==> src/rtl/alarme_pkg.sv <==
// rtl/alarme_pkg.sv - shared state encoding and defaults for the alarm timer
//
// Purpose : state type and default interval width used by temporizador_alarme
//           and its helpers.
// Ports   : none (package)
package alarme_pkg;

    localparam int VALUE_W_DEFAULT = 5;

    typedef enum logic [1:0] {
        ST_IDLE    = 2'd0,
        ST_COUNT   = 2'd1,
        ST_EXPIRED = 2'd2
    } alarme_state_t;

endpackage

==> src/rtl/divisor_tick.sv <==
// rtl/divisor_tick.sv - free-running one-second tick divider with clear/enable
//
// Purpose : counts 0..CLK_DIV-1 while enabled and flags the last count so the
//           consumer can act on that same edge.
// Ports   : clock  - system clock
//           reset  - synchronous, active-high reset
//           clear  - restart the count from 0
//           enable - count only while high; count is held at 0 otherwise
//           tick   - high during the cycle whose closing edge ends a second
module divisor_tick #(
    parameter int CLK_DIV = 100000000
) (
    input  logic clock,
    input  logic reset,
    input  logic clear,
    input  logic enable,
    output logic tick
);

    localparam int CNT_W = (CLK_DIV > 2) ? $clog2(CLK_DIV) : 1;
    localparam logic [CNT_W-1:0] LAST = CNT_W'(CLK_DIV - 1);

    logic [CNT_W-1:0] cnt;

    // Holding the count at 0 whenever disabled means every interval starts a
    // full second away from its first tick.
    always_ff @(posedge clock) begin
        if (reset || clear || !enable) begin
            cnt <= '0;
        end else if (cnt == LAST) begin
            cnt <= '0;
        end else begin
            cnt <= cnt + 1'b1;
        end
    end

    assign tick = enable && (cnt == LAST);

endmodule

==> src/rtl/temporizador_alarme.sv <==
// rtl/temporizador_alarme.sv - loadable seconds countdown with expiry pulse
//
// Purpose : loads an interval on start_timer, counts it down once per second
//           and emits a single-cycle expired pulse when it runs out.
// Ports   : clock       - system clock
//           reset       - synchronous, active-high reset
//           value       - interval length in seconds, sampled on start only
//           start_timer - one-cycle load/restart request
//           expired     - one-cycle pulse when the interval has elapsed
//           busy        - high while counting
//           remaining   - seconds still to elapse
module temporizador_alarme
    import alarme_pkg::*;
#(
    parameter int CLK_DIV = 100000000,
    parameter int VALUE_W = VALUE_W_DEFAULT
) (
    input  logic               clock,
    input  logic               reset,
    input  logic [VALUE_W-1:0] value,
    input  logic               start_timer,
    output logic               expired,
    output logic               busy,
    output logic [VALUE_W-1:0] remaining
);

    alarme_state_t      state;
    alarme_state_t      state_next;
    logic [VALUE_W-1:0] rem_next;
    logic               tick;

    divisor_tick #(
        .CLK_DIV(CLK_DIV)
    ) u_divisor_tick (
        .clock (clock),
        .reset (reset),
        .clear (start_timer),
        .enable(state == ST_COUNT),
        .tick  (tick)
    );

    // A start overrides whatever the current state would do, including a
    // tick landing on the same edge, so an abandoned interval never expires.
    always_comb begin
        state_next = state;
        rem_next   = remaining;
        if (start_timer) begin
            rem_next   = value;
            state_next = (value != '0) ? ST_COUNT : ST_EXPIRED;
        end else begin
            case (state)
                ST_IDLE: begin
                    state_next = ST_IDLE;
                end
                ST_COUNT: begin
                    if (tick) begin
                        if (remaining > VALUE_W'(1)) begin
                            rem_next = remaining - 1'b1;
                        end else begin
                            rem_next   = '0;
                            state_next = ST_EXPIRED;
                        end
                    end
                end
                ST_EXPIRED: begin
                    state_next = ST_IDLE;
                end
                default: begin
                    state_next = ST_IDLE;
                end
            endcase
        end
    end

    // Outputs are registered from the next state so they line up exactly
    // with the cycle the FSM spends in the matching state.
    always_ff @(posedge clock) begin
        if (reset) begin
            state     <= ST_IDLE;
            remaining <= '0;
            expired   <= 1'b0;
            busy      <= 1'b0;
        end else begin
            state     <= state_next;
            remaining <= rem_next;
            expired   <= (state_next == ST_EXPIRED);
            busy      <= (state_next == ST_COUNT);
        end
    end

endmodule

==> config.mk <==
export PLATFORM = sky130hd
export DESIGN_NAME = temporizador_alarme
export DESIGN_NICKNAME = d
export VERILOG_FILES = /design/src/rtl/alarme_pkg.sv /design/src/rtl/divisor_tick.sv /design/src/rtl/temporizador_alarme.sv
export SDC_FILE = /design/constraint.sdc
export NUM_CORES = 1
export LEC_CHECK = 0
export BUFFER_PORTS_ARGS = -buffer_cell sky130_fd_sc_hd__buf_4
export CAP_MARGIN = 20
export CELL_PAD_IN_SITES_DETAIL_PLACEMENT = 0
export CELL_PAD_IN_SITES_GLOBAL_PLACEMENT = 1
export CORE_ASPECT_RATIO = 0.75
export CORE_MARGIN = 1
export CORE_UTILIZATION = 26
export CTS_BUF_LIST = sky130_fd_sc_hd__clkbuf_2
export DETAILED_ROUTE_END_ITERATION = 16
export GPL_TIMING_DRIVEN = 0
export PLACE_DENSITY_LB_ADDON = 0.2
export SETUP_SLACK_MARGIN = 0.3
export SLEW_MARGIN = 20
export SYNTH_ARGS = -nofsm -noshare
export SYNTH_HDL_FRONTEND = slang
export SYNTH_SLANG_ARGS = --single-unit
==> constraint.sdc <==
create_clock -name clock -period 2.1 [get_ports clock]
set_clock_uncertainty 0.15 [all_clocks]
set_input_delay 0.21 -clock clock [delete_from_list [all_inputs] [get_ports clock]]
set_output_delay 0.21 -clock clock [all_outputs]
set_load 0.02 [all_outputs]
* Word level (Yosys, flattened, before mapping) *
Cells that the tools add are included.

word-level totals
  word-level logic and storage cells = 30
  register bits = 36
  output and inout bits = 7

cells by class
  $lt $le $gt $ge = 1
  mux-type cells = 9
  equal/unequal tests = 4
  reduce and logical (&&, ||, !) cells = 9
  $add $sub $neg = 2

operators by type and width
  kind                     number
  $add A27 B1 Y27 const B  1
  $eq A27 B27 Y1 const B   1
  $mux W5                  4
  $mux W2                  5
  $gt A5 B1 Y1 const B     1
  $reduce_bool A5 Y1       1
  $sub A5 B1 Y5 const B    1
  $eq A2 B1 Y1 const B     2
  $reduce_bool A2 Y1       2
  $eq A2 B2 Y1 const B     1
  $logic_or A1 B1 Y1       2
  $reduce_and A2 Y1        1
  $reduce_or A2 Y1         1
  $logic_and A1 B1 Y1      1
  $logic_not A1 Y1         1

* Depth between registers and ports, before layout *
Gate-level depths: netlist of the first run.

  depth after elaboration = 6
  gate-level depth with buffers = 7
  depth with buffers taken out = 6

* Hierarchy *
From an unflattened synthesis of the first run, not the netlist that was laid out.

unflattened totals
  cells, all modules = 202
  area, all modules = 1737.9 um^2

by module, submodules not included
  module               area an instance (um^2)  cells each  times used
  divisor_tick         1260.0                   148         1
  temporizador_alarme  478.0                    54          1

* Worst setup path before layout of the first run *
Ideal clock, no wire load.

  kind = reg2reg
  from = register u_divisor_tick.cnt[0]
  to = register u_divisor_tick.cnt[22]
  arrival = 1669 ps
  setup slack = 195 ps
  stages on the path, launching flop included = 7
  library setup time = 86 ps
  cell sequence = dfxtp_1 > ha_1 > and4_1 > buf_2 > nand4b_2 > or4_1 > a211oi_1

between the ends
  word-level cells in the longest chain between the ends = 2
  elaborated cells on any way between the ends = 3
  classes of those cells = add/sub: 1; eq/ne: 1; reduce/logical: 1

ends and longest elaborated chain
  element                                                                  RTL line            text
  from (decl)                                                              divisor_tick.sv:23  logic [CNT_W-1:0] cnt;
  from (signal assigned)                                                   divisor_tick.sv:33  cnt <= cnt + 1'b1;
  parallel branches: the longest is 2 deep, another holds $add A27 B1 Y27  n/a

Parallel ways; which one is timed is not known.
A chain may end at the register's enable or synchronous reset.

* Worst setup path after layout of the first run *
  from = register u_divisor_tick.cnt[10]
  to = register u_divisor_tick.cnt[22]

The elaborated chain is that of the path after synthesis.

==> summary.txt, run 1 <==
STA
  – Final min period: 1920 ps
  – Period utilization: 91.6%
  – Final hold vios: 0
  – Final setup margin: 177 ps
  – Worst hold slack: 41.2 ps
  – Worst-margin pin slew: 676 ps
  – Unrepaired setup endpoints after global routing: yes
  – Final Setup Violations: 0
  – Max-slew violations: 0
  – Relative slew margins: 54.9%
  – FMAX: 0.520 GHz

Global route
  – Largest net degree at the start of global routing: 12
  – First-pass GRT wire length: 9330 microns
  – Met2 Track Usage GR: 21.9%
  – Antenna violations before repair: 0
  – Most Used Layer, Global Route: met1
  – GRT Resource Usage Total: 15.5%
  – Global Route met1 Usage: 23.5%
  – Grt total ovfl: 0
  – Vias in the first global route: 1797
  – Met3 GRT Util: 3.01%

Pwr
  – Net Sw Power: 0.337 mW
  – Switching part of the total power: 26.2%
  – Pint: 0.949 mW
  – Clock power frac: 35.6%
  – Final Power: 1.29 mW
  – Gate power share: 9.9%
  – Pwr Density: 444 nW/um^2
  – Power share of the sequential group: 54.5%
  – Leak Pwr: 1.02 nW
  – Max VDD drop: 0.282 mV

Worst setup path
  – Worst Path Arrival: 2110 ps
  – Top Family by Delay on Critical Path: simple AND/OR/NAND/NOR gates
  – Critical path class: register to register
  – CP Depth: 6
  – Worst-path fanout max: 8
  – Slowest CP cell: or4_4
  – Crit path cell chain: and4_1 -> buf_6 -> buf_6 -> nand4b_4 -> or4_4 -> a211oi_2
  – Req. time, crit path: 2280 ps
  – Cell mode on critical path: buf_6
  – Buf+Inv Stages, Crit Path: 2
  – Register-to-Register Path Depth: 6
  – Critical path startpoint: u_divisor_tick.cnt[10]$_SDFF_PP0_
  – R2R Path Start: u_divisor_tick.cnt[10]$_SDFF_PP0_
  – CP endpoint kind: register
  – CP startpoint kind: register
  – Crit-path max cell delay: 460 ps

Logic synthesis
  – Main synth FF type: dfxtp_1
  – Cell taking the most area after synthesis: dfxtp_1
  – Top cell type's share of synthesized area: 36.7%
  – Ys Warns: 0
  – Post-Syn Area per Cell: 8.69 sq um
  – Post-synthesis sequential area ratio: 36.7%
  – Main area contributors after synthesis: dfxtp_1 (37%), a211oi_1 (5.0%), nor3_1 (4.3%)
  – Cells after Synth: 226
  – Synth Register Bits: 36
  – Post-synth EDFFs: 0
  – Mapped cell area: 1960 sq um
  – Async S/R FF share, synth: 0%
  – Syn_nets: 237
  – Netlist cell types: 48

Run status
  – Status: complete, but fails checks
  – Failing checks: DRC

Finish
  – N_diodes: 0
  – Most common cell after layout, fill and taps aside: buf_4
  – Commonest non-fill, non-tap cells in the layout: buf_4 (36), nor3_1 (16), dfxtp_2 (16)
  – Share of cells above drive strength 1: 45.0%
  – Area delta synth->final: 47.3%
  – Layout Cells excl Fill: 383
  – Final net count: 292
  – Design area: 2890 sq um

Floorplan
  – Area of the core: 7330 sq um
  – IO Pins: 15
  – DIE WIDTH: 102 microns
  – Starting density of the core: 26.8%
  – Die Span Y: 77.3 microns
  – Std cell rows: 27
  – Die area: 7910 sq um

Place
  – Post-DP HPWL: 3780 microns
  – GP Congestion: 0.739
  – Placed cell count: 340
  – Post-DP Area: 2230 sq um
  – Port Buffer Count: 13
  – Pre-CTS setup slack: -288 ps

Route
  – Average wire per standard cell: 15.5 microns
  – Vias post-DR: 1963
  – Antenna viol nets, final: 0
  – TritonRoute pass-1 iters: 10
  – Remaining DRCs: 2
  – Initial DRC count: 86
  – Total Wirelength: 5940 microns
  – Vias per inst: 5.13

Clock network
  – Root Driver: clkbuf_2
  – CTS H-Tree Depth: 2
  – CTS tree: built
  – Worst skew pair latency: 410 ps
  – Clock Sinks: 36
  – Clk buf depth: 2
  – TritonCTS Buffers: 5
  – CTS clock-pin slew for the worst setup and hold paths: 210 ps

Hold path
  – Hold path depth: 3
  – Hold_sp: start_timer
  – Hold Crit Class: primary input to register

Job
  – MaxCap Viol Count: 0
-- synthesized netlist by cell type, types with 7 or more instances --
| library cell | instances |
|---|---|
| a211oi_1 | 13 |
| and4_1 | 8 |
| dfxtp_1 | 36 |
| inv_1 | 7 |
| nand2_1 | 16 |
| nand3_1 | 11 |
| nand4_1 | 9 |
| nor2_1 | 12 |
| nor3_1 | 17 |
| or4_1 | 8 |
| xnor2_1 | 7 |
| xor2_1 | 7 |
-- final timing paths --
path | end | slack, ps
min reg2reg | u_divisor_tick.cnt[0]$_SDFF_PP0_ | 310
max reg2reg | u_divisor_tick.cnt[22]$_SDFF_PP0_ | 180
min | remaining[0]$_SDFFE_PP0P_ | 40
max | u_divisor_tick.cnt[22]$_SDFF_PP0_ | 180
-- metal layers --
metal  vias to the layer above  routed length (microns)  part of all wire [%]
li1                        969                        -                     -
met1                       949                     3140                    53
met2                        40                     2560                    43
met3                         5                      199                   3.3
met4                         0                       49                  0.82
met5                         -                        0                     0
-- worst register-to-register path: cells and delay by family (launching register included) --
family / cells / cell delay, ps
buf+inv: 2 / 220
flops: 1 / 430
compound gates: 1 / 220
simple gates: 3 / 830
-- flip-flops by register name (all words and copies together), names as in the netlist --
name                flops
u_divisor_tick.cnt     27
state                   2
remaining               5
busy                    1
expired                 1
-- timing repair --
action | in CTS | in global routing
pin swaps | 19 | 14
hold buffers | 4 | 0
endpoints found under the hold margin | 3 | 0
buffers inserted | 19 | 9
gates cloned | 1 | 2
setup endpoints to repair | 36 | 36
gates resized for setup | 50 | 48
-- cells by family after synthesis --
| group | Yosys count | share of synthesized area (%) |
|---|---|---|
| xor+xnor | 14 | 6.24 |
| fa+ha+maj | 3 | 1.91 |
| buf+inv | 21 | 5.16 |
| flops | 36 | 36.7 |
| compound gates | 43 | 16.3 |
| simple gates | 106 | 32.0 |
| mux | 3 | 1.66 |
-- cell type report --
| class | count | area, sq um |
|---|---|---|
| Clock buffer | 6 | 30.0 |
| Buffer | 14 | 124 |
| Multi-Input combinational cell | 169 | 1360 |
| Clock inverter | 2 | 35.0 |
| Inverter | 7 | 26.3 |
| Sequential cell | 36 | 771 |
| Fill cell | 754 | 4440 |
| Tap cell | 101 | 126 |
| Timing Repair Buffer | 48 | 418 |
-- power by group through the flow --
stage / clock [mW] / sequential (mW) / combinational [mW]
after floorplan: 0 / 0.731 / 0.0642
after global placement: 0 / 0.724 / 0.120
after detailed placement: 0 / 0.724 / 0.116
after CTS: 0.477 / 0.706 / 0.125
after global routing: 0.504 / 0.703 / 0.141
final: 0.458 / 0.700 / 0.128
-- per-stage QoR --
step / setup TNS (ps) / utilization [%]
floorplan: 0 / -
global placement: -6330 / 30.4
detailed placement: -5180 / 30.4
CTS: 0 / 36.1
global route: 0 / 39.5
finish: 0 / 39.5
Note: power is estimated with default switching activity, not from simulation.
==> inputs of run 2 (changes only) <==
--- a/config.mk
+++ b/config.mk
@@ -11,7 +11,7 @@
 export CELL_PAD_IN_SITES_GLOBAL_PLACEMENT = 1
 export CORE_ASPECT_RATIO = 0.75
 export CORE_MARGIN = 1
-export CORE_UTILIZATION = 26
+export CORE_UTILIZATION = 40
 export CTS_BUF_LIST = sky130_fd_sc_hd__clkbuf_2
 export DETAILED_ROUTE_END_ITERATION = 16
 export GPL_TIMING_DRIVEN = 0
==> run 2 against run 1 <==
The run now ends clean. Sequential power is 0.6% higher. Total power is 13% lower. Cell count is 12% lower. Combinational power hardly changed. Worst hold slack better by 8.2 ps. Count of clock-buffer cells in the layout is 1 lower. Sequential share of layout area is 0.73 points higher. Worst setup slack better by 56 ps. Utilization is 21 points higher. Critical path depth is 1 lower. Critical path type unchanged. Largest power group unchanged.
==> summary.txt, run 2 (same netlist as run 1, synthesis figures left out) <==
Run status
  – Status: completed

Finish
  – Area delta synth->final: 41.3%
  – Biggest register: u_divisor_tick.cnt
  – Share of cells above drive strength 1: 42.3%
  – Final net count: 292
  – Most common cell after layout, fill and taps aside: buf_4
  – Fill cells: 377
  – Largest register FFs: 27
  – Final Util: 60.4%
  – Commonest non-fill, non-tap cells in the layout: buf_4 (39), nor3_1 (17), dfxtp_2 (16)
  – Largest regs: u_divisor_tick.cnt x27, remaining x5, state x2
  – N_diodes: 0

Route
  – Vias post-DR: 1954
  – Average wire per standard cell: 17.0 microns
  – Remaining DRCs: 0
  – Vias per inst: 5.82
  – Initial DRC count: 207
  – TritonRoute pass-1 iters: 4
  – Total Wirelength: 5700 microns
  – Antenna viol nets, final: 0

STA
  – Period utilization: 88.9%
  – Worst-margin pin slew: 572 ps
  – Relative slew margins: 61.5%
  – Unrepaired setup endpoints after global routing: yes
  – Final Setup Violations: 0
  – Max-slew violations: 0
  – Final min period: 1870 ps
  – Setup TNS Final: 0 ps
  – FMAX: 0.536 GHz
  – Final hold vios: 0

Worst setup path
  – CP endpoint kind: register
  – Critical path class: register to register
  – Worst-path fanout max: 6
  – Worst Path Arrival: 2020 ps
  – Slowest CP cell: or4b_4
  – Crit-path max cell delay: 470 ps
  – Crit path cell chain: and4_2 -> nand3_4 -> buf_6 -> or4b_4 -> a211oi_2
  – Register-to-Register Path Depth: 5
  – CP startpoint kind: register
  – Req. time, crit path: 2260 ps
  – Buf+Inv Stages, Crit Path: 1
  – CP Depth: 5
  – Top Family by Delay on Critical Path: simple AND/OR/NAND/NOR gates

Clock network
  – CTS H-Tree Depth: 2
  – TritonCTS Buffers: 5
  – Worst skew pair latency: 370 ps
  – CTS tree: built
  – Clock Sinks: 36
  – Root Driver: clkbuf_2
  – Clk buf depth: 2
  – CTS clock-pin slew for the worst setup and hold paths: 170 ps

Pwr
  – Pwr Density: 402 nW/um^2
  – Leak Pwr: 1.01 nW
  – Max VDD drop: 0.277 mV

Global route
  – First-pass GRT wire length: 9090 microns
  – GRT Resource Usage Total: 22.3%
  – Largest net degree at the start of global routing: 11
  – Vias in the first global route: 1709
  – Antenna violations before repair: 0
  – Grt total ovfl: 0

Floorplan
  – IO Pins: 15
  – DIE WIDTH: 82.9 microns
  – Die Span Y: 62.7 microns
  – Starting density of the core: 42.7%
  – Area of the core: 4600 sq um
  – Std cell rows: 21
  – Die area: 5200 sq um

Hold path
  – Hold Crit Class: primary input to register
  – Hold path depth: 4

Place
  – GP Congestion: 0.814
  – Port Buffer Count: 13
  – Post-DP HPWL: 3520 microns

Job
  – MaxCap Viol Count: 0
## run 2: changes by cell type in the layout (fill, tap and decap cells not counted), sizes merged
cell / previous run / this run
buf: 51 / 53
bufinv: 1 / 0
clkinv: 1 / 0
clkbuf: 13 / 11
dlygate4sd3: 4 / 3
## run 2: cell type report
class                           instances  area [sq um]  area share, %
Buffer                                 14           126           4.55
Tap cell                               57          71.3           2.57
Sequential cell                        36           759           27.4
Timing Repair Buffer                   48           410           14.8
Multi-Input combinational cell        169          1360           48.9
Clock buffer                            5          25.0          0.902
Inverter                                7          26.3          0.947
## run 2: per-stage QoR
stage	power [mW]	setup WS [ps]	cells	hold WS [ps]	area, sq um
6_report	1.12	233	336	49.4	2780
5_1_grt	1.18	169	336	-15.6	2780
4_1_cts	1.12	210	325	8.14	2520
3_5_place_dp	0.840	-268	296	283	2170
3_3_place_gp	0.841	-280	296	279	2170
2_1_floorplan	0.796	289	226	262	2000
## run 2: path summary, 6_finish.rpt
kind	startpoint	to	slack, ps
worst max register to register	u_divisor_tick.cnt[5]$_SDFF_PP0_	u_divisor_tick.cnt[21]$_SDFF_PP0_	230
worst min register to register	u_divisor_tick.cnt[0]$_SDFF_PP0_	u_divisor_tick.cnt[0]$_SDFF_PP0_	310
worst min-delay path	value[0]	state[1]$_SDFF_PP0_	50
worst max-delay path	u_divisor_tick.cnt[5]$_SDFF_PP0_	u_divisor_tick.cnt[21]$_SDFF_PP0_	230
## run 2: what timing repair did
action | 4_1_cts | 5_1_grt
hold endpoints to repair | 2 | 3
gates resized for setup | 46 | 40
hold buffers | 1 | 2
cloned | 2 | 1
buffers inserted | 21 | 8
pin swaps | 15 | 14
setup endpoints to repair | 35 | 35
## run 2: worst register-to-register path: cells and delay by family (launching register included)
family	cells	cell delay, ps
buffers and inverters	1	150
AND/OR/NAND/NOR	3	880
flip-flops	1	420
AO/OA/AOI/OAI	1	210
## run 2: layer usage
metal	GRT usage [%]	wire, microns	vias up	share of wire [%]
li1	-	-	972	-
met1	35.8	3070	922	54
met2	29.0	2320	55	41
met3	4.36	277	5	4.9
met4	6.47	39	0	0.68
met5	0	0	-	0
## run 2: report_power, final
group          internal, mW  total, mW  switching, mW  leakage [nW]
sequential            0.689      0.704         0.0140         0.304
combinational        0.0595      0.131         0.0718         0.685
clock                0.0638      0.280          0.217        0.0208
total                 0.813       1.12          0.302          1.01
==> inputs of run 3 (changes only) <==
--- a/config.mk
+++ b/config.mk
@@ -11,7 +11,7 @@
 export CELL_PAD_IN_SITES_GLOBAL_PLACEMENT = 1
 export CORE_ASPECT_RATIO = 0.75
 export CORE_MARGIN = 1
-export CORE_UTILIZATION = 40
+export CORE_UTILIZATION = 47
 export CTS_BUF_LIST = sky130_fd_sc_hd__clkbuf_2
 export DETAILED_ROUTE_END_ITERATION = 16
 export GPL_TIMING_DRIVEN = 0
==> run 3 against run 2 <==
Die area fell by 14%. Total power rose by 4.5%. Utilization rose by 10 points. Critical path depth rose by 2. Worst hold slack improved by 1.7 ps. Critical endpoint unchanged.
==> summary.txt, run 3 (same netlist as run 1, synthesis figures left out) <==
Floorplan
  – Die Span Y: 58.0 microns
  – Std cell rows: 19
  – DIE WIDTH: 76.7 microns
  – Starting density of the core: 51.3%
  – Area of the core: 3830 sq um
  – IO Pins: 15
  – Die area: 4440 sq um

Clock network
  – CTS tree: built
  – CTS clock-pin slew for the worst setup and hold paths: 210 ps
  – Worst skew pair latency: 400 ps
  – Clk buf depth: 2
  – Root Driver: clkbuf_2
  – TritonCTS Buffers: 5
  – Clock Sinks: 36
  – CTS H-Tree Depth: 2

STA
  – FMAX: 0.535 GHz
  – Worst-margin pin slew: 594 ps
  – Final hold vios: 0
  – Final Setup Violations: 0
  – Unrepaired setup endpoints after global routing: yes
  – Period utilization: 89.0%
  – Worst hold slack: 51.2 ps
  – Max-slew violations: 0
  – Final setup margin: 230 ps
  – Setup TNS Final: 0 ps
  – Relative slew margins: 60.4%
  – Final min period: 1870 ps

Pwr
  – Max VDD drop: 0.336 mV
  – Pwr Density: 432 nW/um^2
  – Leak Pwr: 0.947 nW

Worst setup path
  – CP endpoint kind: register
  – Worst-path fanout max: 5
  – Worst Path Arrival: 2040 ps
  – Critical path class: register to register
  – CP startpoint kind: register
  – Req. time, crit path: 2270 ps

Global route
  – Vias in the first global route: 1665
  – First-pass GRT wire length: 8180 microns
  – Grt total ovfl: 0
  – Largest net degree at the start of global routing: 12
  – Antenna violations before repair: 0
  – GRT Resource Usage Total: 23.8%

Finish
  – Biggest register: u_divisor_tick.cnt
  – Commonest non-fill, non-tap cells in the layout: buf_4 (36), nor3_1 (17), dfxtp_1 (16)
  – Largest register FFs: 27
  – Share of cells above drive strength 1: 41.7%
  – Final Util: 70.5%
  – Most common cell after layout, fill and taps aside: buf_4
  – N_diodes: 0
  – Final net count: 286
  – Design area: 2700 sq um
  – Area delta synth->final: 37.5%
  – Largest regs: u_divisor_tick.cnt x27, remaining x5, state x2

Place
  – Pre-CTS setup slack: -148 ps
  – GP Congestion: 0.789
  – Port Buffer Count: 13
  – Post-DP Area: 2170 sq um
  – Post-DP HPWL: 3390 microns

Hold path
  – Hold Crit Class: primary input to register

Route
  – Initial DRC count: 151
  – Average wire per standard cell: 16.6 microns
  – Antenna viol nets, final: 0
  – TritonRoute pass-1 iters: 4
  – Remaining DRCs: 0
  – Vias per inst: 5.96
  – Total Wirelength: 5450 microns
  – Vias post-DR: 1956

Run status
  – Status: completed

Job
  – MaxCap Viol Count: 0
## run 3: changes by cell type in the layout (fill, tap and decap cells not counted), sizes merged
cell,before,now
buf,53,46
clkbuf,11,13
clkinv,0,1
clkinvlp,0,1
## run 3: area by class of cell
cell class	instances	area, sq um
inverters	7	26.3
fillers	278	1130
clock inverters	2	11.3
plain buffers	14	125
multi-input cells	169	1330
well taps	52	65.1
repair buffers	42	347
clock buffers	6	30.0
flip-flops and latches	36	763
## run 3: through the flow
step,std cells,power [mW]
floorplan,226,0.796
global placement,291,0.842
detailed placement,291,0.839
CTS,316,1.16
global route,328,1.22
finish,328,1.17
## run 3: what timing repair did
item / in CTS / in global routing
pin swaps: 12 / 15
setup buffers: 13 / 11
hold buffers: 3 / 0
endpoints found under the hold margin: 3 / 0
endpoints found under the setup margin: 35 / 33
cloned: 1 / 1
resized for setup: 36 / 45
## run 3: report_power, final
group	internal (mW)	switching (mW)	total (mW)	leakage [nW]
combinational	0.0647	0.0751	0.140	0.617
clock	0.0831	0.242	0.325	0.0266
sequential	0.688	0.0129	0.701	0.304
## run 3: critical path, stage by stage, from the launching register on
cell and delay (ps):
dfxtp_2 360, buf_6 100, and4_4 200, buf_6 110
nand3_4 80, buf_6 150, or4b_4 470, a211oi_2 170
## run 3: worst paths after layout
| check | startpoint | to | slack [ps] | cells past startpoint |
|---|---|---|---|---|
| max | u_divisor_tick.cnt[8]$_SDFF_PP0_ | u_divisor_tick.cnt[21]$_SDFF_PP0_ | 230 | 7 |
| min | start_timer | remaining[0]$_SDFFE_PP0P_ | 50 | 3 |
| max reg2reg | u_divisor_tick.cnt[8]$_SDFF_PP0_ | u_divisor_tick.cnt[21]$_SDFF_PP0_ | 230 | 7 |
| min reg2reg | u_divisor_tick.cnt[23]$_SDFF_PP0_ | u_divisor_tick.cnt[23]$_SDFF_PP0_ | 370 | 2 |
## run 3: per-layer routing
metal  part of all wire, %  wire (microns)  GRT usage [%]
met1                    50            2720           35.6
met2                    43            2370           34.9
met3                   5.8             318           5.04
met4                  0.73              40           6.04
met5                     0               0              0
